File: config.mk
export PLATFORM = sky130hd
export DESIGN_NAME = punch_round_ctrl_flat
export DESIGN_NICKNAME = d
export VERILOG_FILES = /design/src/rtl/punch_round_ctrl_if.sv /design/src/rtl/punch_round_ctrl.sv /design/src/flat_wrapper.sv
export SDC_FILE = /design/constraint.sdc
export NUM_CORES = 1
export LEC_CHECK = 0
export CORE_UTILIZATION = 57
export CTS_CLUSTER_SIZE = 14
export DETAILED_ROUTE_END_ITERATION = 12
export DONT_BUFFER_PORTS = 1
export PLACE_DENSITY = 0.72
export SYNTH_ARGS = -nofsm -noshare
export SYNTH_HDL_FRONTEND = slang
export SYNTH_SLANG_ARGS = --single-unit
File: constraint.sdc
create_clock -name clk -period 5.7 [get_ports clk]
set_clock_uncertainty 0.1 [all_clocks]
set_input_delay 1.14 -clock clk [delete_from_list [all_inputs] [get_ports clk]]
set_output_delay 1.14 -clock clk [all_outputs]
set_load 0.1 [all_outputs]
File: src/rtl/punch_round_ctrl_if.sv
// rtl/punch_round_ctrl_if.sv - button inputs and display/verdict outputs of the round sequencer
interface punch_round_ctrl_if #(
    parameter int SCORE_W = 4
);
    logic               start;
    logic               hit;
    logic               abort;
    logic [1:0]         state;
    logic [2:0]         step;
    logic               busy;
    logic               result_valid;
    logic [1:0]         result;
    logic [SCORE_W-1:0] score;

    // Driven by the buttons / game logic, observes the round outputs
    modport master (
        output start, hit, abort,
        input  state, step, busy, result_valid, result, score
    );

    // The round sequencer itself
    modport slave (
        input  start, hit, abort,
        output state, step, busy, result_valid, result, score
    );
endinterface

File: src/rtl/punch_round_ctrl.sv
// rtl/punch_round_ctrl.sv - boxing-game round sequencer with punch judging and saturating score
module punch_round_ctrl #(
    parameter int TICK_DIV = 25000000,
    parameter int SCORE_W  = 4
) (
    input  logic               clk,
    input  logic               rst,
    punch_round_ctrl_if.slave  bus
);

    localparam int                 CNT_W     = (TICK_DIV > 1) ? $clog2(TICK_DIV) : 1;
    localparam logic [CNT_W-1:0]   CNT_MAX   = CNT_W'(TICK_DIV - 1);
    localparam logic [SCORE_W-1:0] SCORE_MAX = '1;
    localparam logic [2:0]         STEP_LAST = 3'd4;

    localparam logic [1:0] RES_HIT  = 2'b01;
    localparam logic [1:0] RES_MISS = 2'b10;
    localparam logic [1:0] RES_FOUL = 2'b11;

    // Encoding doubles as the display mode driven on bus.state
    typedef enum logic [1:0] {
        S_IDLE      = 2'b00,
        S_COUNTDOWN = 2'b01,
        S_CHARGE    = 2'b10,
        S_SWEEP     = 2'b11
    } state_t;

    state_t             r_state;
    logic [2:0]         r_step;
    logic               r_busy;
    logic               r_result_valid;
    logic [1:0]         r_result;
    logic [SCORE_W-1:0] r_score;
    logic [CNT_W-1:0]   r_cnt;
    logic               r_start_d;
    logic               r_hit_d;

    logic w_start_rise;
    logic w_hit_rise;
    logic w_tick;
    logic w_last_step;

    // Only rising edges act, so a held button never triggers twice
    assign w_start_rise = bus.start & ~r_start_d;
    assign w_hit_rise   = bus.hit & ~r_hit_d;
    assign w_tick       = (r_cnt == CNT_MAX);
    assign w_last_step  = (r_step == STEP_LAST);

    assign bus.state        = r_state;
    assign bus.step         = r_step;
    assign bus.busy         = r_busy;
    assign bus.result_valid = r_result_valid;
    assign bus.result       = r_result;
    assign bus.score        = r_score;

    // Round FSM: abort beats hit_rise beats tick; every state change restarts the prescaler
    always_ff @(posedge clk or negedge rst) begin
        if (!rst) begin
            r_state        <= S_IDLE;
            r_step         <= 3'd0;
            r_busy         <= 1'b0;
            r_result_valid <= 1'b0;
            r_result       <= 2'b00;
            r_score        <= '0;
            r_cnt          <= '0;
            r_start_d      <= 1'b0;
            r_hit_d        <= 1'b0;
        end else begin
            r_start_d      <= bus.start;
            r_hit_d        <= bus.hit;
            r_result_valid <= 1'b0;

            if (bus.abort) begin
                r_state <= S_IDLE;
                r_step  <= 3'd0;
                r_busy  <= 1'b0;
                r_cnt   <= '0;
            end else begin
                case (r_state)
                    S_IDLE: begin
                        r_step <= 3'd0;
                        r_cnt  <= '0;
                        if (w_start_rise) begin
                            r_state <= S_COUNTDOWN;
                            r_busy  <= 1'b1;
                        end
                    end

                    S_COUNTDOWN: begin
                        if (w_tick) begin
                            r_cnt <= '0;
                            if (w_last_step) begin
                                r_state <= S_CHARGE;
                                r_step  <= 3'd0;
                            end else begin
                                r_step <= r_step + 3'd1;
                            end
                        end else begin
                            r_cnt <= r_cnt + CNT_W'(1);
                        end
                    end

                    S_CHARGE: begin
                        if (w_hit_rise) begin
                            // Punching before the sweep is a foul regardless of step
                            r_state        <= S_IDLE;
                            r_step         <= 3'd0;
                            r_busy         <= 1'b0;
                            r_cnt          <= '0;
                            r_result       <= RES_FOUL;
                            r_result_valid <= 1'b1;
                        end else if (w_tick) begin
                            r_cnt <= '0;
                            if (w_last_step) begin
                                r_state <= S_SWEEP;
                                r_step  <= 3'd0;
                            end else begin
                                r_step <= r_step + 3'd1;
                            end
                        end else begin
                            r_cnt <= r_cnt + CNT_W'(1);
                        end
                    end

                    S_SWEEP: begin
                        if (w_hit_rise) begin
                            // Only the last sweep step is the scoring window
                            r_state        <= S_IDLE;
                            r_step         <= 3'd0;
                            r_busy         <= 1'b0;
                            r_cnt          <= '0;
                            r_result_valid <= 1'b1;
                            if (w_last_step) begin
                                r_result <= RES_HIT;
                                if (r_score != SCORE_MAX) begin
                                    r_score <= r_score + SCORE_W'(1);
                                end
                            end else begin
                                r_result <= RES_MISS;
                            end
                        end else if (w_tick) begin
                            r_cnt <= '0;
                            if (w_last_step) begin
                                // Window closed without a punch
                                r_state        <= S_IDLE;
                                r_step         <= 3'd0;
                                r_busy         <= 1'b0;
                                r_result       <= RES_MISS;
                                r_result_valid <= 1'b1;
                            end else begin
                                r_step <= r_step + 3'd1;
                            end
                        end else begin
                            r_cnt <= r_cnt + CNT_W'(1);
                        end
                    end

                    default: begin
                        r_state <= S_IDLE;
                        r_step  <= 3'd0;
                        r_busy  <= 1'b0;
                        r_cnt   <= '0;
                    end
                endcase
            end
        end
    end

endmodule

File: src/flat_wrapper.sv
// flat-port wrapper written by rule: the top's interface ports become plain ports
module punch_round_ctrl_flat 
#(
    parameter int TICK_DIV = 25000000,
    parameter int SCORE_W  = 4
)
  (clk, rst, bus_start, bus_hit, bus_abort, bus_state, bus_step, bus_busy, bus_result_valid, bus_result, bus_score);
  punch_round_ctrl_if #(.SCORE_W(SCORE_W)) bus_i ();
  input  logic clk;
  input  logic rst;
  input wire logic [$bits(bus_i.start)-1:0] bus_start;
  input wire logic [$bits(bus_i.hit)-1:0] bus_hit;
  input wire logic [$bits(bus_i.abort)-1:0] bus_abort;
  output wire logic [$bits(bus_i.state)-1:0] bus_state;
  output wire logic [$bits(bus_i.step)-1:0] bus_step;
  output wire logic [$bits(bus_i.busy)-1:0] bus_busy;
  output wire logic [$bits(bus_i.result_valid)-1:0] bus_result_valid;
  output wire logic [$bits(bus_i.result)-1:0] bus_result;
  output wire logic [$bits(bus_i.score)-1:0] bus_score;
  assign bus_i.start = bus_start;
  assign bus_i.hit = bus_hit;
  assign bus_i.abort = bus_abort;
  assign bus_state = bus_i.state;
  assign bus_step = bus_i.step;
  assign bus_busy = bus_i.busy;
  assign bus_result_valid = bus_i.result_valid;
  assign bus_result = bus_i.result;
  assign bus_score = bus_i.score;
  punch_round_ctrl #(.TICK_DIV(TICK_DIV), .SCORE_W(SCORE_W)) u_core (.clk(clk), .rst(rst), .bus(bus_i));
endmodule
==> results of run 1 <==
[stage by stage]
step,setup slack [ps],std cells,total power [W]
final,2860,243,0.000461
after global routing,2660,243,0.000482
after CTS,2860,243,0.000466
after detailed placement,2880,235,0.000320
after global placement,3010,235,0.000320
after floorplan,3080,196,0.000320
[per-layer routing]
| layer | vias up | share of wire [%] | wire [um] |
|---|---|---|---|
| li1 | 671 | - | - |
| met4 | 0 | 0.62 | 22 |
| met1 | 686 | 45 | 1600 |
| met5 | - | 0 | 0 |
| met2 | 30 | 50 | 1770 |
| met3 | 2 | 4.7 | 168 |
[power by group]
part	total [W]	switching, W	internal, W
combinational	0.0000103	0.00000612	0.00000416
clock	0.000147	0.0000859	0.0000609
sequential	0.000304	0.0000178	0.000286
total	0.000461	0.000110	0.000351
[flip-flops by register name, summed over array words and instances (netlist names)]
| signal | flops |
|---|---|
| u_core.bus.result_valid | 1 |
| u_core.bus.state | 2 |
| u_core.bus.result | 2 |
| u_core.bus.score | 4 |
| u_core.bus.busy | 1 |
| u_core.bus.step | 3 |
| u_core.r_start_d | 1 |
| u_core.r_cnt | 25 |
| u_core.r_hit_d | 1 |
[cell usage after synthesis (all sizes together) (4+ instances only)]
library cell  count
nand4             8
inv               5
nand3            12
xnor2            11
dfrtp            40
nand2            16
ha                4
nor2             32
buf               4
xor2             15
a21oi             7
[kinds of logic after synthesis]
group | synth area share [%]
flops | 49.8
xor+xnor | 11.3
mux | 1.06
buf+inv | 3.99
simple gates | 25.9
compound gates | 5.42
fa+ha+maj | 2.49
[how the worst max path moves through the flow]
stage / cells after the start / end / slack [ps] / from
CTS: 7 / u_core.bus.score[3] / 2860 / u_core.bus.step[0]
global placement: 7 / u_core.bus.score[3] / 3010 / u_core.bus.step[0]
detailed placement: 7 / u_core.bus.score[3] / 2880 / u_core.bus.step[0]
floorplan: 5 / u_core.bus.score[1] / 3080 / u_core.bus.state[1]
global route: 7 / u_core.bus.score[3] / 2660 / u_core.bus.step[0]
finish: 7 / u_core.bus.score[3] / 2860 / u_core.bus.step[0]
[layout make-up]
class | count | area (sq um) | share of cell area, %
clock buffers | 8 | 58.8 | 2.85
inverters | 5 | 18.8 | 0.910
multi-input cells | 144 | 927 | 44.9
flip-flops and latches | 40 | 1000 | 48.5
well taps | 46 | 57.6 | 2.79
==> impl_metrics.tcl, run 1 <==
set metrics [dict create \
    area_growth_pct 2.74 \
    cts_sinks 40 \
    ant_nets 0 \
    syn_inst 196 \
    port_buffers 0 \
    core-area_sq_mm 0.00336 \
    startpoint_type "flop" \
    n_fill_cell 293 \
    gp_congestion 0.775 \
    setup_viol 0 \
    mostFrequentLayoutCells "dfrtp_1, nor2_1, nand2_1" \
    slowest_delay_ps 760 \
    ff2ff_path_depth 7 \
    antenna_found_initial 0 \
    holdCritPathClass "in -> async" \
    worstMarginPinSlew_ps 1170 \
    remaining_drc_errors 0 \
    ir_drop_mv 0.149 \
    arrival_ps 2940 \
    drive_gt1_share_pct 9.64 \
    rsz0062_at_grt "no" \
    grt_pass1_vias 1352 \
    drv_slew 0 \
    async_flop_share_pct 100 \
    final_cell_area_sq_mm 0.00206 \
    cts_setup_buffers 0 \
    cts-resized-gates 0 \
    worst_r2r_endpoint "u_core.bus.score[3]" \
    placed_cell_area_sq_mm 0.00200 \
    synth_edf_count 0 \
    maxSlewHeadroom_pct 21.6 \
    insertion_delay_ps 340 \
    grt.busiest_layer "met2" \
    grt_remaining_overflow 0 \
    drv_cap 0 \
    grt_max_degree 41 \
    synth_area_sq_mm 0.00201 \
    seq_area_frac_synth_pct 49.8 \
    period_minus_slack_ps 2840 \
    critPathMaxFanout 6 \
    final_util_pct 61.3 \
    synth-seq-cells 40 \
    use_met2_pct 37.4 \
    cts_root_buffer "clkbuf_4" \
    period_share_pct 49.8 \
    die_y_um 61.4 \
    power_density_mw_per_mm2 224 \
    dr.pass1.iters 4 \
    yosysWarnings 0 \
    holdWs_ps 378 \
    worstSetupPathType "reg -> reg" \
    dp_hpwl_um 2530 \
    finalHoldViolations 0 \
    rrSetupSlack_ps 2860 \
    synth_area_leader_cell "dfrtp_1" \
    syn_avg_cell_area_sq_um 10.2 \
    cts_tree "built" \
    path_cells "inv_1, ha_1, and2_0, nand2_1, a311oi_1, nand4_1, xnor2_1" \
    critical_path.top_delay_family "flip-flops" \
    synthTopCellsByArea "dfrtp_1, xor2_1, xnor2_1" \
    post_drt_wl_per_cell_um 14.6 \
    cts_buffer_depth 2 \
    layout_commonest_cell "dfrtp_1" \
    ys_types 41 \
    first_iter_violations 70 \
    hold_buffers 0 \
    fp.dieArea_sq_mm 0.00376 \
    htreeDepth 2 \
    row_count 21 \
    synthesis.nets 205 \
    setup_tns_ps 0 \
    initial_utilization_pct 59.7 \
    leakagePower_nw 0.823 \
    ys.flop_type "dfrtp_1" \
    antenna_cells 0 \
    path_buf_inv 1 \
    cts.reportedPaths.clkPinSlew_ps 110 \
    end_kind "flop" \
    r2r-start "u_core.bus.step[0]" \
    required_ps 5800 \
    synth_top_area_share_pct 49.8 \
    status "completed" \
    nets 205 \
    vias 1389 \
    fp.dieW_um 61.4 \
    cpMaxStageDelayCell "dfrtp_1" \
    met1_usage_pct 26.9 \
    fmax_mhz 352 \
    io_pins 18 \
    numCtsBuffers 5 \
    wirelength_um 3560 \
    grt_usage_pct 22.5 \
    use_met3_pct 7.56 \
    grt_pass1_wl_um 5980 \
    avgViaCountPerCell 5.72 \
]
Note: power is estimated with default switching activity, not from simulation.
==> inputs of run 2 (changes only) <==
- CORE_UTILIZATION: 57 -> 56
- PLACE_DENSITY: 0.72 -> 0.74
- clock period: 5.7 -> 2.55 ns (I/O delays scaled with it)
==> run 2 against run 1 <==
Net effect: sequential share of layout area fell by 3.8 points; hold slack worse by 300 ps; global-route usage is 0.35 points higher; clock power up 140%; core utilization is 4.8 points higher; routed wire length increased by 4.8%; flip-flop and latch count did not move; combinational power grew to 8.3 times the previous value.
==> impl_metrics.tcl, run 2 (synthesized netlist as in run 1, its figures left out) <==
set metrics [dict create \
    setup_viol 0 \
    path_buf_inv 1 \
    cts_setup_buffers 0 \
    dp_hpwl_um 2690 \
    setup_tns_ps 0 \
    sequentialPowerShare_pct 59.5 \
    startpoint_type "flop" \
    fin_cells 261 \
    ir_drop_mv 0.365 \
    drive_gt1_share_pct 18.1 \
    port_buffers 0 \
    setup_ws_ps 219 \
    maxSlewHeadroom_pct 58.2 \
    post_drt_wl_per_cell_um 14.3 \
    antenna_found_initial 0 \
    worstSetupPathType "reg -> reg" \
    p_int_w 0.000818 \
    cts_sinks 40 \
    largest_reg_flops 25 \
    end_kind "flop" \
    fp.dieArea_sq_mm 0.00383 \
    insertion_delay_ps 350 \
    cts-resized-gates 0 \
    clkPwrFrac_pct 32.7 \
    vias 1456 \
    drv_cap 0 \
    ant_nets 0 \
    required_ps 2690 \
    grt_max_degree 41 \
    fp.dieW_um 61.9 \
    power_density_mw_per_mm2 484 \
    rsz0062_at_grt "no" \
    holdCritPathClass "in -> reg" \
    critical_path.top_delay_family "simple AND/OR/NAND/NOR gates" \
    remaining_drc_errors 0 \
    antenna_cells 0 \
    switchingPower_w 0.000266 \
    die_y_um 61.9 \
    status "completed" \
    wirelength_um 3730 \
    hold_buffers 2 \
    io_pins 18 \
    worstMarginPinSlew_ps 622 \
    top_register "u_core.r_cnt" \
    grt_pass1_wl_um 6220 \
    mostFrequentLayoutCells "dfrtp_1, nor2_1, nand2_1, buf_4, xor2_1" \
    cpMaxStageDelayCell "or4bb_1" \
    avgViaCountPerCell 5.58 \
    dp_slack_ps 248 \
    row_count 21 \
    final_util_pct 66.1 \
    leakagePower_nw 0.937 \
    gp_congestion 0.877 \
    cts_tree "built" \
    fmax_mhz 429 \
    period_minus_slack_ps 2330 \
    power_frac_comb_pct 7.8 \
    arrival_ps 2470 \
    critPathMaxFanout 25 \
    grt_usage_pct 22.9 \
    cts_root_buffer "clkbuf_4" \
    first_iter_violations 87 \
    grt_pass1_vias 1454 \
    core-area_sq_mm 0.00339 \
    cts.reportedPaths.clkPinSlew_ps 110 \
    dr.pass1.iters 4 \
    slowest_delay_ps 560 \
    path_cells "or4bb_1, nor4_4, and2_1, or2_2, buf_12, nor2_1" \
    switching_share_pct 24.5 \
    initial_utilization_pct 59.2 \
    period_share_pct 91.4 \
    layout_commonest_cell "dfrtp_1" \
    nets 224 \
    htreeDepth 2 \
    dp_cells 252 \
    cts_buffer_depth 2 \
    drv_slew 0 \
    grt_remaining_overflow 0 \
    area_growth_pct 11.6 \
    numCtsBuffers 5 \
    finalHoldViolations 0 \
]
-- run 2: final cells by class --
cell class / instances / area, sq um
Inverter: 5 / 18.8
Multi-Input combinational cell: 144 / 927
Clock buffer: 7 / 65.1
Sequential cell: 40 / 1000
Timing Repair Buffer: 19 / 170
Tap cell: 46 / 57.6
Fill cell: 261 / 1150
-- run 2: worst paths after layout --
check / cells after the start / slack (ps) / from / to
worst max-delay path: 6 / 220 / u_core.r_cnt[9] / u_core.r_cnt[3]
worst min-delay path: 0 / 80 / bus_hit / u_core.r_hit_d
worst max register to register: 6 / 220 / u_core.r_cnt[9] / u_core.r_cnt[3]
worst min register to register: 1 / 400 / u_core.r_cnt[0] / u_core.r_cnt[0]
max in group asynchronous: 2 / 1640 / rst / u_core.bus.state[1]
min in group asynchronous: 2 / 500 / rst / u_core.r_cnt[21]
-- run 2: metrics by stage --
step	hold slack, ps	power (W)	area [sq um]
floorplan	114	0.000716	2010
global placement	115	0.000724	2150
detailed placement	115	0.000726	2150
CTS	68.4	0.00109	2240
global route	47.4	0.00113	2240
finish	79.2	0.00108	2240
-- run 2: layer usage --
| layer | global-route usage (%) | share of wire, % | vias to the layer above | wire [um] |
|---|---|---|---|---|
| met5 | 0 | 0 | - | 0 |
| met4 | 11.1 | 1.7 | 0 | 64 |
| met3 | 7.04 | 4.3 | 7 | 162 |
| met2 | 37.3 | 48 | 27 | 1800 |
| met1 | 27.6 | 46 | 714 | 1700 |
| li1 | - | - | 708 | - |
-- run 2: worst reg2reg max path, delay by kind of cell, from the launching register on --
kind,cells,cell delay (ps)
buffers and inverters,1,180
and+or+nand+nor,5,1520
DFF,1,440
-- run 2: power by group through the flow --
stage	combinational, W	clock, W	sequential [W]
2_1_floorplan	0.0000272	0	0.000689
3_3_place_gp	0.0000671	0	0.000657
3_5_place_dp	0.0000684	0	0.000657
4_1_cts	0.0000858	0.000358	0.000645
5_1_grt	0.0000907	0.000392	0.000646
6_report	0.0000851	0.000354	0.000645
